## src/rtl/l2_req_out_queue_pkg.sv

```systemverilog
// Shared cache types and constants for the L2 request-out queue.
//   COH_MSG_BITS / HPROT_WIDTH / LINE_ADDR_BITS / BITS_PER_LINE : field widths
//   l2_req_q_entry_t : one queued request {coh_msg, hprot, addr, line}
//   REQ_GETS .. REQ_PUTM : coherence request encodings
package l2_req_out_queue_pkg;

  localparam int unsigned COH_MSG_BITS   = 3;
  localparam int unsigned HPROT_WIDTH    = 2;
  localparam int unsigned LINE_ADDR_BITS = 28;
  localparam int unsigned BITS_PER_LINE  = 128;

  localparam logic [COH_MSG_BITS-1:0] REQ_GETS = 3'd0;
  localparam logic [COH_MSG_BITS-1:0] REQ_GETM = 3'd1;
  localparam logic [COH_MSG_BITS-1:0] REQ_PUTS = 3'd2;
  localparam logic [COH_MSG_BITS-1:0] REQ_PUTM = 3'd3;

  typedef struct packed {
    logic [COH_MSG_BITS-1:0]   coh_msg;
    logic [HPROT_WIDTH-1:0]    hprot;
    logic [LINE_ADDR_BITS-1:0] addr;
    logic [BITS_PER_LINE-1:0]  line;
  } l2_req_q_entry_t;

endpackage

```

## src/rtl/l2_req_q_mem.sv

```systemverilog
// DEPTH x entry register array: one synchronous write port, one asynchronous
// read port. Contents are not reset.
//   clk_i                        : clock
//   wr_en_i, wr_addr_i, wr_data_i : write port
//   rd_addr_i, rd_data_o          : read port (combinational)
module l2_req_q_mem
  import l2_req_out_queue_pkg::*;
#(
  parameter int unsigned DEPTH    = 4,
  parameter int unsigned PTR_BITS = $clog2(DEPTH)
) (
  input  logic                clk_i,
  input  logic                wr_en_i,
  input  logic [PTR_BITS-1:0] wr_addr_i,
  input  l2_req_q_entry_t     wr_data_i,
  input  logic [PTR_BITS-1:0] rd_addr_i,
  output l2_req_q_entry_t     rd_data_o
);

  l2_req_q_entry_t mem_q [DEPTH];

  always_ff @(posedge clk_i) begin
    if (wr_en_i) begin
      mem_q[wr_addr_i] <= wr_data_i;
    end
  end

  assign rd_data_o = mem_q[rd_addr_i];

endmodule

```

## src/rtl/l2_req_out_queue.sv

```systemverilog
// Elastic in-order FIFO between the L2 request-out port and the NoC request
// encoder. The head entry is held in a register so out_* is registered.
// Optional macro L2_REQ_Q_BYPASS_EN: when the queue is empty the input is
// presented combinationally on out_*; if consumed in that cycle it is never stored.
//   clk, rst (sync, active-low)
//   in_valid/in_ready/in_*   : request from the L2 core (in_ready registered)
//   out_valid/out_ready/out_*: head entry towards the NoC encoder
//   count, empty, full       : occupancy (count includes the head entry)
module l2_req_out_queue
  import l2_req_out_queue_pkg::*;
#(
  parameter int unsigned DEPTH    = 4,
  parameter int unsigned PTR_BITS = $clog2(DEPTH),
  parameter int unsigned CNT_BITS = $clog2(DEPTH) + 1
) (
  input  logic                      clk,
  input  logic                      rst,
  input  logic                      in_valid,
  output logic                      in_ready,
  input  logic [COH_MSG_BITS-1:0]   in_coh_msg,
  input  logic [HPROT_WIDTH-1:0]    in_hprot,
  input  logic [LINE_ADDR_BITS-1:0] in_addr,
  input  logic [BITS_PER_LINE-1:0]  in_line,
  output logic                      out_valid,
  input  logic                      out_ready,
  output logic [COH_MSG_BITS-1:0]   out_coh_msg,
  output logic [HPROT_WIDTH-1:0]    out_hprot,
  output logic [LINE_ADDR_BITS-1:0] out_addr,
  output logic [BITS_PER_LINE-1:0]  out_line,
  output logic [CNT_BITS-1:0]       count,
  output logic                      empty,
  output logic                      full
);

  localparam logic [CNT_BITS-1:0] CntFull = CNT_BITS'(DEPTH);

  logic [PTR_BITS-1:0] wr_ptr_q, wr_ptr_d;
  logic [PTR_BITS-1:0] rd_ptr_q, rd_ptr_d;
  logic [PTR_BITS-1:0] rd_next;
  logic [CNT_BITS-1:0] count_q, count_d;
  logic                in_ready_q, in_ready_d;
  logic                out_valid_q, out_valid_d;
  l2_req_q_entry_t     head_q, head_d;
  l2_req_q_entry_t     in_entry, mem_rd, head_view;
  logic                push, pop, store, bypass;

  assign in_entry = '{coh_msg: in_coh_msg, hprot: in_hprot, addr: in_addr, line: in_line};

  assign push    = in_valid && in_ready_q;
  assign pop     = out_valid_q && out_ready;
  assign rd_next = rd_ptr_q + PTR_BITS'(1);

`ifdef L2_REQ_Q_BYPASS_EN
  // Empty queue with a consumer ready: hand the request straight through.
  assign bypass = (count_q == '0) && in_valid && out_ready;
`else
  assign bypass = 1'b0;
`endif

  assign store = push && !bypass;

  l2_req_q_mem #(
    .DEPTH   (DEPTH),
    .PTR_BITS(PTR_BITS)
  ) u_mem (
    .clk_i    (clk),
    .wr_en_i  (store),
    .wr_addr_i(wr_ptr_q),
    .wr_data_i(in_entry),
    .rd_addr_i(rd_next),
    .rd_data_o(mem_rd)
  );

  always_comb begin
    count_d     = count_q;
    head_d      = head_q;
    out_valid_d = out_valid_q;
    wr_ptr_d    = wr_ptr_q;
    rd_ptr_d    = rd_ptr_q;

    if (store) wr_ptr_d = wr_ptr_q + PTR_BITS'(1);
    if (pop)   rd_ptr_d = rd_next;

    unique case ({store, pop})
      2'b10:   count_d = count_q + CNT_BITS'(1);
      2'b01:   count_d = count_q - CNT_BITS'(1);
      default: count_d = count_q;
    endcase

    if (pop) begin
      if (count_q >= CNT_BITS'(2)) begin
        // Next entry already sits in storage.
        head_d      = mem_rd;
        out_valid_d = 1'b1;
      end else if (store) begin
        // Only the head was queued: the incoming entry is written at rd_next
        // this edge, so take it from the input to avoid a bubble.
        head_d      = in_entry;
        out_valid_d = 1'b1;
      end else begin
        out_valid_d = 1'b0;
      end
    end else if (!out_valid_q && store) begin
      head_d      = in_entry;
      out_valid_d = 1'b1;
    end

    in_ready_d = (count_d != CntFull);
  end

  always_ff @(posedge clk) begin
    if (!rst) begin
      wr_ptr_q    <= '0;
      rd_ptr_q    <= '0;
      count_q     <= '0;
      in_ready_q  <= 1'b1;
      out_valid_q <= 1'b0;
      head_q      <= '0;
    end else begin
      wr_ptr_q    <= wr_ptr_d;
      rd_ptr_q    <= rd_ptr_d;
      count_q     <= count_d;
      in_ready_q  <= in_ready_d;
      out_valid_q <= out_valid_d;
      head_q      <= head_d;
    end
  end

`ifdef L2_REQ_Q_BYPASS_EN
  assign out_valid = out_valid_q || ((count_q == '0) && in_valid);
  assign head_view = (count_q == '0) ? in_entry : head_q;
`else
  assign out_valid = out_valid_q;
  assign head_view = head_q;
`endif

  assign out_coh_msg = head_view.coh_msg;
  assign out_hprot   = head_view.hprot;
  assign out_addr    = head_view.addr;
  assign out_line    = head_view.line;

  assign in_ready = in_ready_q;
  assign count    = count_q;
  assign empty    = (count_q == '0);
  assign full     = (count_q == CntFull);

  a_no_overflow : assert property (@(posedge clk) disable iff (!rst) count_q <= CntFull);
  a_no_underflow : assert property (@(posedge clk) disable iff (!rst)
                                    !(pop && !store && count_q == '0));

endmodule
```

## config.mk

```make
export PLATFORM = sky130hd
export DESIGN_NAME = l2_req_out_queue
export DESIGN_NICKNAME = d
export VERILOG_FILES = /design/src/rtl/l2_req_out_queue_pkg.sv /design/src/rtl/l2_req_q_mem.sv /design/src/rtl/l2_req_out_queue.sv
export SDC_FILE = /design/constraint.sdc
export NUM_CORES = 1
export LEC_CHECK = 0
export CORE_MARGIN = 10
export CORE_UTILIZATION = 56
export CTS_CLUSTER_DIAMETER = 150
export DETAILED_ROUTE_END_ITERATION = 12
export GPL_TIMING_DRIVEN = 1
export MAX_ROUTING_LAYER = met4
export PLACE_DENSITY = 0.86
export SLEW_MARGIN = 20
export SYNTH_ARGS = -nofsm -noshare
export SYNTH_HDL_FRONTEND = slang
export SYNTH_SLANG_ARGS = --single-unit
```

## constraint.sdc

```tcl
create_clock -name clk -period 6.26 [get_ports clk]
set_clock_uncertainty 0.05 [all_clocks]
set_input_delay 1.252 -clock clk [delete_from_list [all_inputs] [get_ports clk]]
set_output_delay 1.252 -clock clk [all_outputs]
set_load 0.05 [all_outputs]
```

==> impl_results.md, run 1 <==
* Overall Global Routing Usage at 0.2169
* Gate power share at 0.114
* DRT Pass-1 Iters at 4
* Final TNS setup at 0 ns
* Asr flop ratio synth at 0
* Via Count at 15730
* Total length of routed wires at 67160 um
* EDFF count, synth at 644
* CP max-delay cell: and3_4
* Clk pwr share at 0.386
* Top-count cell post-synth: edfxtp_1
* Initial core utilization at 0.5667
* TritonCTS sink count at 814
* Ys Warns at 0
* Vias in the first global route at 16870
* Num CTS Buffers at 80
* Synth top area share at 0.6481
* 1st-iter DRT viols at 1409
* Internal cell power at 0.009705 W
* Area Growth Syn to Fin at 22.70%
* Die height at 250.8 um
* Leakage at 11.90 nW
* Worst Setup Path Type: in2reg
* Worst slew pin tran at 0.9916 ns
* Routed Antenna Nets at 0
* Core area at 52660 um2
* Post-DP HPWL at 38070 um
* Sum of routed wire segments on met1 at 26240 um
* Synth Net Count at 1616
* Fill count at 3095
* Final GP Congestion at 0.7802
* Worst Path Arrival at 3.99 ns
* CP endpoint kind: flip-flop
* Port Buffers at 332
* Min Tclk post-route at 3.500 ns
* Maximum vdd drop at 0.2317 mV
* FF+latch count, synth at 814
* Max_cap viols at 0
* Avg WL per Cell at 26.38 um
* Die X-Extent at 250.8 um
* Pins over their slew limit at 0
* Max Clk Rate at 285.7 MHz
* WL met2 at 33550 um
* Synth top cells by count: edfxtp_1, dfxtp_1, nor2b_1
* Final setup violation count at 0
* Worst skew pair latency at 0.60 ns
* IO Count at 333
* RSZ-0062 raised after global routing: no
* Critical Path Max Stage Delay at 0.73 ns
* Antenna violations before repair at 5
* Total gr overflow at 0
* Std-Cell Rows at 84
* CTS H-tree depth at 3
* Reg power frac at 0.500
* Clock Path Buffers at 3
* Avg Inst Size Synth at 20.66 um2
* Root buf cell: clkbuf_16
* Top cells by area, synth: edfxtp_1, mux4_2, dfxtp_1
* Layout Nets at 1959
* Count of final hold-check violations at 0
* Largest area contributor in the netlist: edfxtp_1
* Cts hold-fix bufs at 0
* Drt drc at 0
* Layout cells sized above 1 at 0.1706
* First-pass GRT wire length at 102900 um
* Yosys cell types at 28
* CTS tree: done
* Worst hold path type: reg2reg
* P_sw at 0.003017 W
* CP dominant cell by count: nand2_1
* Register area share after synthesis at 0.7622
* Syn Inst Count at 1444
* Via density at 6.179
* WP data required at 6.75 ns
* CP Launch Type: input pin
* # resized after CTS at 0
* Final non-filler cell area at 36610 um2
* Largest net degree at the start of global routing at 91
* Synthesized cell area at 29840 um2
* Outcome: finished clean
* Switch share at 0.2371
* Setup ws final at 2.760 ns
* Post-synth top flop: edfxtp_1
* Dpl cell area at 33860 um2
* Met3 WL at 6052 um
* Power per cell area at 347.5 nW/um2
* Post-place setup slack at 2.195 ns
* Die area at 62920 um2
* Relative slew slack at 0.3390
* Worst-path cell chain: clkdlybuf4s50_1 > nand2_1 > ha_1 > nand2_1 > and3_4 > buf_12 > a221o_1
* Crit share post-route at 0.5591
* Clk slew on worst S/H paths at 0.06 ns
* DR top layer: met4
* Crit Path Max Fanout at 77
* Setup Buffers After CTS at 0
[area by class of cell]
class	count	area (um2)	area share
Antenna cell	6	15.01	0.0004101
Inverter	3	11.26	0.0003076
Timing Repair Buffer	353	3581	0.09781
Clock inverter	30	336.6	0.009193
Tap cell	688	860.8	0.02351
Multi-Input combinational cell	535	6660	0.1819
Sequential cell	814	22750	0.6214
Clock buffer	117	2397	0.06548
[registers in the layout, indices dropped and copies added, names as in the netlist]
signal       flops
count            3
in_ready         1
out_addr        28
out_coh_msg      3
out_hprot        2
out_line       128
out_valid        1
rd_ptr_q         2
u_mem.mem_q    644
wr_ptr_q         2
[final timing paths]
path | slack (ns) | start | to | depth (start not counted)
hold reg to reg | 0.44 | out_addr[7] | out_addr[7] | 1
setup reg to reg | 3.41 | rd_ptr_q[1] | out_addr[10] | 4
setup / recovery | 2.76 | in_valid | out_line[51] | 7
hold / removal | 0.44 | out_addr[7] | out_addr[7] | 1
[layer usage]
layer	GRT usage	vias to the layer above
met5	-	-
met4	0.06213	0
met3	0.05936	99
met2	0.3430	737
met1	0.2730	8216
li1	-	6681
[power by group through the flow]
| stage | clock (W) | sequential (W) | combinational [W] |
|---|---|---|---|
| after global routing | 0.00519 | 0.00639 | 0.00152 |
| after floorplan | 0 | 0.00684 | 0.000478 |
| after CTS | 0.00499 | 0.00636 | 0.00146 |
| after detailed placement | 0 | 0.00647 | 0.00145 |
| after global placement | 0 | 0.00645 | 0.00142 |
| final | 0.00491 | 0.00636 | 0.00144 |
[cells in the final DEF, fill, tap and decap left out, types with 8 or more instances in the layout]
cell / count
a221o_1: 161
buf_12: 8
buf_4: 13
clkbuf_1: 17
clkbuf_16: 85
clkbuf_8: 15
clkdlybuf4s50_1: 332
clkinv_2: 12
dfxtp_1: 168
edfxtp_1: 644
mux4_2: 161
nand2_1: 10
nor2b_1: 163
[critical path, delay by kind of cell]
family,cells,cell delay [ns]
fa+ha+maj,1,0.26
simple gates,3,1.05
compound gates,1,0.25
buf+inv,2,1.04
[logic make-up after synthesis]
family | synth area share
multiplexers | 0.1225
XOR/XNOR | 0.001468
flip-flops | 0.7622
buffers and inverters | 0.01614
AO/OA/AOI/OAI | 0.05548
adder cells (fa/ha/maj) | 0.002935
AND/OR/NAND/NOR | 0.03929
[metrics by stage]
step                total power [W]  hold slack (ns)    util  cells
finish                      0.01272           0.4366  0.6953   2546
global route                0.01310           0.4530  0.6953   2545
CTS                         0.01281           0.4376  0.6950   2540
detailed placement         0.007918           0.4231  0.6431   2393
global placement           0.007869           0.4179  0.6431   2393
floorplan                  0.007323           0.4265       -   1444
Note: power is estimated with default switching activity, not from simulation.
==> inputs of run 2 (changes only) <==
--- a/config.mk
+++ b/config.mk
@@ -6,12 +6,12 @@
 export NUM_CORES = 1
 export LEC_CHECK = 0
 export CORE_MARGIN = 10
-export CORE_UTILIZATION = 56
+export CORE_UTILIZATION = 50
 export CTS_CLUSTER_DIAMETER = 150
 export DETAILED_ROUTE_END_ITERATION = 12
 export GPL_TIMING_DRIVEN = 1
 export MAX_ROUTING_LAYER = met4
-export PLACE_DENSITY = 0.86
+export PLACE_DENSITY = 0.82
 export SLEW_MARGIN = 20
 export SYNTH_ARGS = -nofsm -noshare
 export SYNTH_HDL_FRONTEND = slang
==> constraint.sdc (replaced) <==
create_clock -name clk -period 2.85 [get_ports clk]
set_clock_uncertainty 0.05 [all_clocks]
set_input_delay 0.57 -clock clk [delete_from_list [all_inputs] [get_ports clk]]
set_output_delay 0.57 -clock clk [all_outputs]
set_load 0.05 [all_outputs]
==> run 2 against run 1 <==
Non-clock buffer count increased by 41; via count increased by 0.62%; clock-buffer cell count decreased by 11; clock power increased by 120%; critical path depth decreased by 4; total power increased by 120%; flip-flop and latch count unchanged; die area increased by 11%; register-to-register slack got worse by 2.7 ns; sequential share of layout area decreased by 1.3 points; critical path type is now reg2out; setup slack got worse by 2.6 ns.
==> impl_results.md, run 2 (synthesized netlist as in run 1, its figures left out) <==
* Outcome: finished clean
* Count of final hold-check violations at 0
* Worst Path Arrival at 2.11 ns
* Via density at 5.905
* Port Buffers at 332
* CTS H-tree depth at 3
* WP data required at 2.23 ns
* Power per cell area at 746.4 nW/um2
* Core area at 59020 um2
* Critical Path Max Stage Delay at 0.80 ns
* RSZ-0062 raised after global routing: no
* Vias in the first global route at 16990
* Commonest non-fill, non-tap cell in the layout: edfxtp_1
* Biggest register: u_mem.mem_q
* Die area at 69850 um2
* Sum of routed wire segments on met1 at 26560 um
* Worst slew pin tran at 0.7049 ns
* Final setup violation count at 0
* Clk slew on worst S/H paths at 0.06 ns
* Area Growth Syn to Fin at 25.22%
* Setup ws final at 0.1206 ns
* Maximum vdd drop at 0.5568 mV
* Drt drc at 0
* Avg WL per Cell at 25.35 um
* DRT Pass-1 Iters at 5
* Worst hold path type: reg2reg
* Antenna violations before repair at 10
* TritonCTS sink count at 814
* CP Launch Type: flip-flop
* Root buf cell: clkbuf_16
* CTS tree: done
* Routed Antenna Nets at 0
* Total gr overflow at 0
* Via Count at 15830
* Clock Path Buffers at 3
* CP max-delay cell: clkdlybuf4s50_1
* DR top layer: met4
* Post-place setup slack at 0.1567 ns
* Total length of routed wires at 67960 um
* Die X-Extent at 264.3 um
* Post-DP HPWL at 42320 um
* Crit share post-route at 0.9577
* Max Clk Rate at 366.4 MHz
* Final GP Congestion at 0.7503
* # resized after CTS at 0
* CP endpoint kind: output port
* Std-Cell Rows at 89
* Overall Global Routing Usage at 0.1977
* Num CTS Buffers at 81
* IO Count at 333
* Worst-path cell chain: nor2_1 > and2_1 > clkdlybuf4s50_1
* Cts hold-fix bufs at 0
* Relative slew slack at 0.5286
* Largest register FFs at 644
* Layout cells sized above 1 at 0.1886
* Setup Buffers After CTS at 0
* Initial core utilization at 0.5056
* Commonest cells after routing, fill and taps aside: edfxtp_1, clkdlybuf4s50_1, dfxtp_1
* Core Util, Final at 0.6331
* Crit Path Max Fanout at 8
* Pins over their slew limit at 0
* 1st-iter DRT viols at 1355
* Largest net degree at the start of global routing at 70
* Max_cap viols at 0
* Leakage at 12.18 nW
* Final TNS setup at 0 ns
* Worst Setup Path Type: reg2out
* Layout Nets at 2001
* First-pass GRT wire length at 104400 um
* Worst skew pair latency at 0.63 ns
* WL met2 at 34400 um
* Met3 WL at 5593 um
* Die height at 264.3 um
* Min Tclk post-route at 2.729 ns
* Fin Hold WS at 0.4339 ns
==> run 2: critical path: cells and delay by family (launching register included) <==
| kind | cells | cell delay [ns] |
|---|---|---|
| flip-flops | 1 | 0.40 |
| buffers and inverters | 1 | 0.80 |
| AND/OR/NAND/NOR | 2 | 0.30 |
==> run 2: layout make-up <==
cell class,count,area [um2]
repair buffers,394,4264
multi-input cells,535,6660
diodes,10,25.02
clock buffers,106,2192
well taps,773,967.2
inverters,3,11.26
fillers,3841,21660
clock inverters,46,494.2
flip-flops and latches,814,22750
==> run 2: layer usage <==
| layer | GRT usage | up-vias |
|---|---|---|
| li1 | - | 6786 |
| met1 | 0.2474 | 8240 |
| met2 | 0.3160 | 706 |
| met3 | 0.05002 | 99 |
| met4 | 0.05884 | 0 |
| met5 | - | - |
==> run 2: worst paths after layout <==
| check | endpoint | cells past startpoint | slack [ns] | startpoint |
|---|---|---|---|---|
| max | full | 3 | 0.12 | count[1] |
| min | out_line[91] | 1 | 0.43 | out_line[91] |
| max reg2reg | out_line[39] | 8 | 0.67 | in_ready |
| min reg2reg | out_line[91] | 1 | 0.43 | out_line[91] |
==> run 2: metrics by stage <==
stage / area (um2) / instances / power [W]
after detailed placement: 34650 / 2519 / 0.01753
after global placement: 34650 / 2519 / 0.01743
after floorplan: 29840 / 1444 / 0.01604
final: 37360 / 2681 / 0.02789
after CTS: 37340 / 2671 / 0.02815
after global routing: 37360 / 2681 / 0.02880
==> run 2: where the power goes <==
| part | total, W | switching, W | internal, W | leakage, nW |
|---|---|---|---|---|
| logic | 0.00332 | 0.00200 | 0.00131 | 3.55 |
| clock network | 0.0106 | 0.00441 | 0.00621 | 1.32 |
| registers | 0.0139 | 0.000333 | 0.0136 | 7.31 |
